`src/rtl/modulo_buffer_requisicoes.sv`:
```
// Request buffer in front of the counter FSM: a DEPTH-entry FIFO feeding an
// output register that the counter loads from, popped by the FSM's Clear_Reg.
module modulo_buffer_requisicoes #(
    parameter int DATA_WIDTH = 4,
    parameter int DEPTH      = 4,
    parameter int CW         = $clog2(DEPTH + 1)
) (
    input  logic                  clk,
    input  logic                  rst,
    input  logic                  enable,
    input  logic                  push,
    input  logic [DATA_WIDTH-1:0] data_in,
    input  logic                  Clear_Reg,
    output logic [DATA_WIDTH-1:0] reg_data,
    output logic                  Load_Reg,
    output logic                  EmptyBuffer,
    output logic                  FullBuffer,
    output logic [CW-1:0]         count,
    output logic                  overflow
);

    localparam int PW = $clog2(DEPTH);

    logic [DATA_WIDTH-1:0] mem [DEPTH];
    logic [PW-1:0]         rd_ptr;
    logic [PW-1:0]         wr_ptr;

    logic free_reg;
    logic deq;
    logic bypass;
    logic enq;
    logic drop;

    // A full FIFO still accepts a push when its head moves into the register
    // on the same edge, so occupancy stays at DEPTH.
    always_comb begin
        free_reg = ~Load_Reg | Clear_Reg;
        deq      = free_reg & (count != '0);
        bypass   = free_reg & (count == '0) & push;
        enq      = push & ~bypass & ((count < CW'(DEPTH)) | deq);
        drop     = push & ~bypass & ~enq;
    end

    always_ff @(posedge clk) begin
        if (!rst) begin
            reg_data <= '0;
            Load_Reg <= 1'b0;
            count    <= '0;
            overflow <= 1'b0;
            rd_ptr   <= '0;
            wr_ptr   <= '0;
        end else if (!enable) begin
            overflow <= 1'b0;
        end else begin
            overflow <= drop;
            if (free_reg) begin
                if (deq) begin
                    reg_data <= mem[rd_ptr];
                    Load_Reg <= 1'b1;
                end else if (bypass) begin
                    reg_data <= data_in;
                    Load_Reg <= 1'b1;
                end else begin
                    Load_Reg <= 1'b0;
                end
            end
            if (deq) rd_ptr <= rd_ptr + 1'b1;
            if (enq) wr_ptr <= wr_ptr + 1'b1;
            case ({enq, deq})
                2'b10:   count <= count + 1'b1;
                2'b01:   count <= count - 1'b1;
                default: count <= count;
            endcase
        end
    end

    // Storage needs no reset; the pointers alone define what is valid.
    always_ff @(posedge clk) begin
        if (rst && enable && enq) mem[wr_ptr] <= data_in;
    end

    assign EmptyBuffer = (count == '0);
    assign FullBuffer  = (count == CW'(DEPTH));

endmodule

```
`config.mk`:
```
export PLATFORM = sky130hd
export DESIGN_NAME = modulo_buffer_requisicoes
export DESIGN_NICKNAME = d
export VERILOG_FILES = /design/src/rtl/modulo_buffer_requisicoes.sv
export SDC_FILE = /design/constraint.sdc
export NUM_CORES = 1
export LEC_CHECK = 0
export BUFFER_PORTS_ARGS = -buffer_cell sky130_fd_sc_hd__clkbuf_2
export CORE_ASPECT_RATIO = 0.7
export CORE_UTILIZATION = 49
export CTS_CLUSTER_DIAMETER = 60
export CTS_CLUSTER_SIZE = 24
export DETAILED_ROUTE_END_ITERATION = 10
export MAX_ROUTING_LAYER = met4
export PLACE_DENSITY = 0.69
export RECOVER_POWER = 25
export SLEW_MARGIN = 5
export SYNTH_ARGS = -nofsm -noshare
export SYNTH_HDL_FRONTEND = slang
export SYNTH_SLANG_ARGS = --single-unit
```
`constraint.sdc`:
```
create_clock -name clk -period 2.42 [get_ports clk]
set_clock_uncertainty 0.05 [all_clocks]
set_input_delay 0.605 -clock clk [delete_from_list [all_inputs] [get_ports clk]]
set_output_delay 0.605 -clock clk [all_outputs]
set_load 0.02 [all_outputs]
```
==> impl_results.md, run 1 <==
* Status: complete, no violations
* Crit path max fanout at 3
* Clock power frac at 25.0%
* Simple-gate area share of the yosys netlist at 11.8%
* Area delta synth->final at 17.3%
* Critical Path AT at 2350 ps
* Post-CTS Setup Bufs at 0
* Mapped Area at 0.00134 mm2
* Antenna cells at 0
* Post-CTS sizing at 0
* Maximum number of pins on one net before global-route repair at 16
* Finished Layout Cells at 165
* Starting Density at 52.9%
* Area share of xor/xnor cells in the synthesized design at 3.92%
* Initial antenna violation count at 0
* Max Clk Rate at 0.448 GHz
* Slowest-stage cell, CP: or3_1
* CTS Root Cell: clkbuf_8
* Drt pass-1 iters at 4
* Top cells by area, synth: edfxtp_1 36%, dfxtp_1 22%, mux4_2 6.7%
* Netlist cell types at 26
* Vias in the first global route at 837
* Synthesized Nets at 118
* Synth Instances at 103
* Post-route ant nets at 0
* Power per cell area at 1020 mW/mm2
* Pleak at 0.632 nW
* Tmin final at 2230 ps
* Setup ws final at 189 ps
* Worst Hold Class: register to register
* GR Overflow Total at 0
* Fin crit share at 92.2%
* Yosys reg bits at 31
* Worst path cell trace: or3_1, o211ai_1, ha_1, inv_1, fa_1, xnor2_1, nand2_1, xnor2_1, and2_1
* Placed Cells at 157
* Max clock buf depth at 2
* Vias post-DR at 847
* CTS tree: yes
* Gpl congestion at 0.769
* Synth Area in Compound Gates at 7.09%
* Setup TNS at 0 ps
* RSZ-0062 raised after global routing: false
* CP Launch Type: register
* Routed wire length at 2340 um
* Worst-margin pin slew at 319 ps
* Clk_lat worst skew at 270 ps
* VDD IR max at 0.000597 V
* Most frequent cells in the layout: 16 x edfxtp_1, 15 x dfxtp_1, 15 x clkbuf_2, 10 x and2_1, 7 x inv_1
* Final #Nets at 145
* Overall routing resource usage at 19.8%
* CTS buffer count at 5
* Max-Cap Viols at 0
* Main combinational cell family by area after synthesis: simple AND/OR/NAND/NOR gates
* Initial drt markers at 35
* Post-synthesis sequential area ratio at 58.2%
* P_sw at 0.511 mW
* Mux contribution to synthesized area at 9.70%
* Die width at 64.5 um
* Post-Syn Area per Cell at 13.0 um2
* Slowest stage delay, CP at 410 ps
* Sequential power share at 41.8%
* CTS Sinks at 31
* Combinational fraction of design power at 33.2%
* Placed inst area at 0.00149 mm2
* CP required at 2540 ps
* Wire per inst at 14.2 um
* Fin. Hold Viols at 0
* DRC Markers at 0
* Worst relative slew slack at 78.7%
* H-tree levels at 2
* R2r setup slk at 190 ps
* Reg clk slew, reported paths at 60 ps
* DP HPWL at 1800 um
* WS Path Type: register to register
* Die Footprint at 0.00295 mm2
* Die H at 45.8 um
* First-pass GRT wire length at 3850 um
* Fin area at 0.00157 mm2
* Post-synth top area share at 35.8%
* Hold Worst Slack at 455 ps
* Int Power at 1.10 mW
* IO Pins at 20
* Fraction of layout cells with a size suffix above 1 at 24.4%
* Ys Warns at 0
* Post-Synth Adder-Cell Area at 6.16%
* Crit end category: register
* Cell taking the most area after synthesis: edfxtp_1
* Net Sw Frac at 31.7%
* FP Rows at 15
* Commonest non-fill, non-tap cell in the layout: edfxtp_1
* Final Max Slew Viols at 0
* Worst slack, placed at 47.5 ps
* I/O Buffers at 19
* Final setup fails at 0
* CTS Hold Buffers Added at 0
* Vias per Instance at 5.13
* Core ar. at 0.00253 mm2
* Crit-path most repeated cell: xnor2_1
## power by group through the flow
stage	Sequential, mW	Clock, mW	Combinational (mW)
floorplan	0.721	0	0.353
global placement	0.684	0	0.526
detailed placement	0.685	0	0.540
CTS	0.674	0.409	0.543
global route	0.685	0.435	0.592
finish	0.673	0.403	0.535
## path summary, 6_finish.rpt
check / startpoint / endpoint / cells past startpoint
max: count[0]$_SDFFE_PN0P_ / count[2]$_SDFFE_PN0P_ / 9
min: wr_ptr[1]$_SDFFE_PN0P_ / wr_ptr[1]$_SDFFE_PN0P_ / 2
max reg2reg: count[0]$_SDFFE_PN0P_ / count[2]$_SDFFE_PN0P_ / 9
min reg2reg: wr_ptr[1]$_SDFFE_PN0P_ / wr_ptr[1]$_SDFFE_PN0P_ / 2
## stage by stage
stage	utilization [%]	power [mW]
finish	62.1	1.61
global route	62.1	1.71
CTS	62.3	1.63
detailed placement	58.7	1.23
global placement	58.7	1.21
floorplan	-	1.07
## registers in the layout, indices dropped and copies added, names as in the netlist, named ones only
register,flops
wr_ptr,2
overflow,1
reg_data,4
mem,16
Load_Reg,1
count,3
rd_ptr,2
## cell families after synthesis
| logic type | count (synthesis) |
|---|---|
| AO/OA/AOI/OAI | 15 |
| XOR/XNOR | 6 |
| adder cells (fa/ha/maj) | 6 |
| buffers and inverters | 9 |
| flip-flops | 31 |
| multiplexers | 8 |
| AND/OR/NAND/NOR | 28 |
## area by class of cell
cell class | instances | area, um2
Clock buffer | 7 | 86.3
Clock inverter | 1 | 5.00
Fill cell | 214 | 961
Inverter | 7 | 26.3
Multi-Input combinational cell | 63 | 519
Sequential cell | 31 | 781
Tap cell | 34 | 42.5
Timing Repair Buffer | 22 | 113
## worst max-delay path, delay by kind of cell (launching register included)
kind,cells,cell delay [ps]
DFF,1,330
AOI/OAI and AO/OA,1,210
adders and majority gates,2,580
xor gates and xnor gates,2,270
buffers and inverters,1,60
and+or+nand+nor,3,630
## per-layer routing
metal / up-vias / GRT usage (%) / share of wire (%)
li1: 420 / - / -
met3: 4 / 8.25 / 3.0
met5: - / - / 0
met2: 13 / 29.1 / 45
met4: 0 / 6.67 / 1.3
met1: 410 / 24.9 / 51
## Yosys cell counts
cell type	number
fa_1	1
nand3b_1	1
nand2_1	4
clkbuf_1	1
o2111a_2	1
o21ai_0	6
nor2_1	2
mux4_2	4
mux2i_1	4
a21oi_1	5
buf_6	1
and3_2	1
o211a_1	2
inv_1	7
or3_1	1
and2_1	10
ha_1	5
nand2b_1	1
nand3_1	3
xnor2_1	6
nand2_2	1
o211ai_1	1
dfxtp_1	15
nor2b_1	3
edfxtp_1	16
nand4_1	1
No activity file was read; power rests on OpenSTA's default activity.
==> inputs of run 2 (changes only) <==
--- a/config.mk
+++ b/config.mk
@@ -6,7 +6,6 @@
 export NUM_CORES = 1
 export LEC_CHECK = 0
 export BUFFER_PORTS_ARGS = -buffer_cell sky130_fd_sc_hd__clkbuf_2
-export CORE_ASPECT_RATIO = 0.7
 export CORE_UTILIZATION = 49
 export CTS_CLUSTER_DIAMETER = 60
 export CTS_CLUSTER_SIZE = 24
==> impl_results.md, run 2 (synthesized netlist as in run 1, its figures left out) <==
* CTS Hold Buffers Added at 0 (unchanged)
* Core ar. at 0.00252 mm2 (-0.44%)
* H-tree levels at 2 (unchanged)
* Hold Worst Slack at 462 ps (+6.70 ps)
* Reg clk slew, reported paths at 90 ps (+30 ps)
* Max clock buf depth at 2 (unchanged)
* Die width at 54.3 um (-16%)
* CTS Sinks at 31 (unchanged)
* CTS tree: yes
* Fin area at 0.00154 mm2 (-2.1%)
* Initial drt markers at 21 (-40%)
* Crit path max fanout at 5 (+2)
* Crit end category: register
* Tmin final at 2250 ps (+17.8 ps)
* Die H at 54.3 um (+19%)
* Gpl congestion at 0.757 (-1.6%)
* Final #Nets at 146 (+0.69%)
* CTS buffer count at 5 (unchanged)
* Vias post-DR at 837 (-1.2%)
* # fillers at 221 (+3.3%)
* Fin. Hold Viols at 0 (unchanged)
* WS Path Type: register to register
* Fraction of layout cells with a size suffix above 1 at 27.3% (+2.8 points)
* VDD IR max at 0.000641 V (+7.5%)
* DP HPWL at 1640 um (-9.3%)
* Most frequent cells in the layout: 16 x edfxtp_1, 15 x clkbuf_2, 14 x dfxtp_1, 10 x and2_1, 7 x inv_1
* I/O Buffers at 19 (unchanged)
* Setup TNS at 0 ps (unchanged)
* Routed wire length at 2230 um (-4.7%)
* Worst relative slew slack at 80.3% (+1.6 points)
* Power per cell area at 959 mW/mm2 (-6.4%)
* Vias in the first global route at 765 (-8.6%)
* CP Launch Type: register
* CTS Root Cell: clkbuf_4
* Overall routing resource usage at 18.7% (-1.1 points)
* Final Max Slew Viols at 0 (unchanged)
* CP required at 2590 ps (+50 ps)
* Wire per inst at 13.8 um (-2.9%)
* DRC Markers at 0 (unchanged)
* Critical Path AT at 2420 ps (+70 ps)
* Max Clk Rate at 0.445 GHz (-0.79%)
* RSZ-0062 raised after global routing: false
* Vias per Instance at 5.17 (+0.65%)
* Worst-margin pin slew at 295 ps (-24.5 ps)
* Max reg flops at 16 (unchanged)
* Post-route ant nets at 0 (unchanged)
* R2r setup slk at 170 ps (-20 ps)
* Final setup fails at 0 (unchanged)
* Initial antenna violation count at 0 (unchanged)
* IO Pins at 20 (unchanged)
* Worst Hold Class: register to register
* Commonest non-fill, non-tap cell in the layout: edfxtp_1
* Maximum number of pins on one net before global-route repair at 15 (-1)
* GR Overflow Total at 0 (unchanged)
* Pleak at 0.621 nW (-1.7%)
* Fin crit share at 92.9% (+0.74 points)
* Biggest register: mem
* Starting Density at 53.2% (+0.24 points)
* Drt pass-1 iters at 4 (unchanged)
* Max-Cap Viols at 0 (unchanged)
* Placed inst area at 0.00149 mm2 (+0.17%)
* FP Rows at 18 (+3)
* Status: complete, no violations
* First-pass GRT wire length at 3480 um (-9.5%)
* Die Footprint at 0.00295 mm2 (-0.12%)
* Area delta synth->final at 14.8%
* Regs by FF count: mem: 16 flops, reg_data: 4 flops, count: 3 flops
* Clk_lat worst skew at 320 ps (+50 ps)
* Antenna cells at 0 (unchanged)
-- run 2: cell type report --
type	instances	area, um2	share of cell area [%]
Sequential cell	31	782	50.8
Multi-Input combinational cell	63	522	33.9
Timing Repair Buffer	23	120	7.80
Clock buffer	5	37.5	2.44
Tap cell	30	37.5	2.44
Inverter	7	26.3	1.71
Clock inverter	3	15.0	0.975
-- run 2: power breakdown --
group,switching [mW],internal (mW)
Clock,0.168,0.108
Sequential,0.0614,0.620
Combinational,0.269,0.250
Total,0.498,0.978
-- run 2: worst max-delay path: stages (launching register included) --
cell and delay (ps):
dfxtp_2 360, or3_1 370, o211ai_1 190, ha_2 220
inv_1 50, fa_1 380, xnor2_1 180, nand2_1 90
xnor2_1 130, and2_1 150
-- run 2: layer usage --
layer  up-vias  wire, um  GRT usage [%]
li1        420         -              -
met1       402      1060           21.5
met2        13      1080           28.5
met3         2        78           8.33
met4         0        10           7.69
met5         -         0              -
-- run 2: repair_timing --
action	4_1_cts	5_1_grt
resized for setup	0	2
buffers inserted	0	0
setup endpoints to repair	0	1
-- run 2: final timing paths --
path	startpoint	to	cells past startpoint
worst max-delay path	count[2]$_SDFFE_PN0P_	count[2]$_SDFFE_PN0P_	9
worst min register to register	wr_ptr[1]$_SDFFE_PN0P_	wr_ptr[1]$_SDFFE_PN0P_	2
worst min-delay path	wr_ptr[1]$_SDFFE_PN0P_	wr_ptr[1]$_SDFFE_PN0P_	2
worst max register to register	count[2]$_SDFFE_PN0P_	count[2]$_SDFFE_PN0P_	9
-- run 2: stage by stage --
| stage | worst slack, ps | total power, mW | cells | util, % |
|---|---|---|---|---|
| after global placement | 119 | 1.21 | 154 | 59.0 |
| after CTS | 144 | 1.49 | 162 | 61.1 |
| final | 171 | 1.48 | 162 | 61.1 |
| after global routing | 9.09 | 1.57 | 162 | 61.1 |
| after detailed placement | 71.3 | 1.21 | 154 | 59.0 |
| after floorplan | 102 | 1.07 | 103 | - |
==> inputs of run 3 (changes only) <==
--- a/config.mk
+++ b/config.mk
@@ -5,13 +5,13 @@
 export SDC_FILE = /design/constraint.sdc
 export NUM_CORES = 1
 export LEC_CHECK = 0
-export BUFFER_PORTS_ARGS = -buffer_cell sky130_fd_sc_hd__clkbuf_2
 export CORE_UTILIZATION = 49
 export CTS_CLUSTER_DIAMETER = 60
 export CTS_CLUSTER_SIZE = 24
 export DETAILED_ROUTE_END_ITERATION = 10
+export DONT_BUFFER_PORTS = 1
 export MAX_ROUTING_LAYER = met4
-export PLACE_DENSITY = 0.69
+export PLACE_DENSITY = 0.63
 export RECOVER_POWER = 25
 export SLEW_MARGIN = 5
 export SYNTH_ARGS = -nofsm -noshare
==> impl_results.md, run 3 (synthesized netlist as in run 1, its figures left out) <==
* Reg clk slew, reported paths at 100 ps (about the same)
* Regs by FF count: mem: 16 flops, reg_data: 4 flops, count: 3 flops
* Fraction of layout cells with a size suffix above 1 at 17.5% (-9.7 points)
* Wire per inst at 15.6 um (+13%)
* Worst slack, placed at 163 ps (+92.0 ps)
* Vias post-DR at 789 (-5.7%)
* CTS tree: yes
* VDD IR max at 0.000663 V (+3.4%)
* Tmin final at 2220 ps (-29.6 ps)
* Register area at 781 um2 (-0.16%)
* R2r setup slk at 200 ps (+30 ps)
* Crit path max fanout at 2 (-3)
* Slowest stage delay, CP at 410 ps (+30 ps)
* Overall routing resource usage at 19.5% (+0.72 points)
* Multi-input logic area at 519 um2 (-0.48%)
* Final #Nets at 128 (-12%)
* Routed wire length at 2250 um (+0.85%)
* Setup ws final at 200 ps (+29.6 ps)
* DP HPWL at 1680 um (+2.9%)
* H-tree levels at 2 (unchanged)
* Worst-margin pin slew at 304 ps (+9.52 ps)
* CP required at 2590 ps (about the same)
* Fin area at 0.00149 mm2 (-3.4%)
* CTS buffer count at 5 (unchanged)
* Drt pass-1 iters at 4 (unchanged)
* GR Overflow Total at 0 (unchanged)
* Initial antenna violation count at 0 (unchanged)
* Commonest non-fill, non-tap cell in the layout: edfxtp_1
* Crit-path most repeated cell: xnor2_1
* Vias in the first global route at 807 (+5.5%)
* DRC Markers at 0 (unchanged)
* Starting Density at 53.2% (unchanged)
* Initial drt markers at 9 (-57%)
* WS Path Type: register to register
* Status: complete, no violations
* Fin crit share at 91.7% (-1.2 points)
* CTS Hold Buffers Added at 0 (unchanged)
* Most frequent cells in the layout: 16 x edfxtp_1, 15 x dfxtp_1, 10 x and2_1, 7 x inv_1
* IO Pins at 20 (unchanged)
* Worst path cell trace: or3_1, o211ai_1, ha_1, inv_1, fa_1, xnor2_1, nand2_1, xnor2_1, and2_1
* Max Clk Rate at 0.451 GHz (+1.3%)
* Core ar. at 0.00252 mm2 (unchanged)
* FP Rows at 18 (unchanged)
* Placed inst area at 0.00140 mm2 (-5.9%)
* Clk_lat worst skew at 320 ps (about the same)
* CTS Sinks at 31 (unchanged)
* Setup TNS at 0 ps (unchanged)
* Placed Cells at 136 (-12%)
* Area delta synth->final at 10.9%
* Worst relative slew slack at 79.7% (-0.62 points)
* Slowest-stage cell, CP: or3_1
* Fin. Hold Viols at 0 (unchanged)
* Gpl congestion at 0.736 (-2.8%)
* Die width at 54.3 um (unchanged)
* Pleak at 0.572 nW (-7.9%)
* Post-CTS sizing at 0 (unchanged)
* CP Launch Type: register
* Worst Hold Class: primary input to register
* Final Max Slew Viols at 0 (unchanged)
* CTS Root Cell: clkbuf_4
* I/O Buffers at 0 (-19)
* Biggest register: mem
* Power per cell area at 1060 mW/mm2 (+11%)
* Max reg flops at 16 (unchanged)
* Crit end category: register
* Max-Cap Viols at 0 (unchanged)
* First-pass GRT wire length at 3560 um (+2.2%)
* Total power at 1.58 mW (+6.7%)
* Post-route ant nets at 0 (unchanged)
* # fillers at 219 (-0.90%)
* Post-CTS Setup Bufs at 0 (unchanged)
* Final setup fails at 0 (unchanged)
* Die Footprint at 0.00295 mm2 (unchanged)
* Critical Path AT at 2390 ps (-30 ps)
* Max clock buf depth at 2 (unchanged)
* Antenna cells at 0 (unchanged)
* Vias per Instance at 5.48 (+6.0%)
* Maximum number of pins on one net before global-route repair at 16 (+1)
* RSZ-0062 raised after global routing: false
* Finished Layout Cells at 144 (-11%)
* Die H at 54.3 um (unchanged)
-- run 3: final timing paths --
path	end	start	depth (start not counted)
max	count[2]$_SDFFE_PN0P_	count[0]$_SDFFE_PN0P_	9
min	mem[0][3]$_DFFE_PP_	data_in[3]	0
max reg2reg	count[2]$_SDFFE_PN0P_	count[0]$_SDFFE_PN0P_	9
min reg2reg	wr_ptr[1]$_SDFFE_PN0P_	wr_ptr[1]$_SDFFE_PN0P_	2
-- run 3: where the power goes --
part / internal (mW) / total [mW] / switching (mW)
Combinational: 0.224 / 0.461 / 0.237
Sequential: 0.619 / 0.700 / 0.0806
Clock: 0.244 / 0.415 / 0.171
-- run 3: critical path, delay by kind of cell, from the launching register on --
| family | cells | cell delay [ps] |
|---|---|---|
| AND/OR/NAND/NOR | 3 | 640 |
| XOR/XNOR | 2 | 280 |
| buffers and inverters | 1 | 60 |
| flip-flops | 1 | 320 |
| AO/OA/AOI/OAI | 1 | 190 |
| adder cells (fa/ha/maj) | 2 | 590 |
-- run 3: final cells by class --
cell class	count	area share [%]
Sequential cell	31	52.5
Multi-Input combinational cell	63	34.9
Clock buffer	6	3.45
Timing Repair Buffer	5	2.52
Tap cell	30	2.52
Clock inverter	2	2.35
Inverter	7	1.77
-- run 3: per-stage QoR --
stage | utilization [%] | hold WS, ps
6_report | 59.0 | 311
2_1_floorplan | - | 419
4_1_cts | 59.0 | 302
3_5_place_dp | 55.6 | 474
5_1_grt | 59.0 | 282
3_3_place_gp | 55.6 | 439
-- run 3: routing by layer --
layer / global-route usage (%) / vias up / share of wire (%)
met4: 7.69 / 0 / 0.67
met2: 29.3 / 16 / 47
met5: - / - / 0
met3: 8.61 / 2 / 4.8
met1: 22.7 / 387 / 48
li1: - / 384 / -
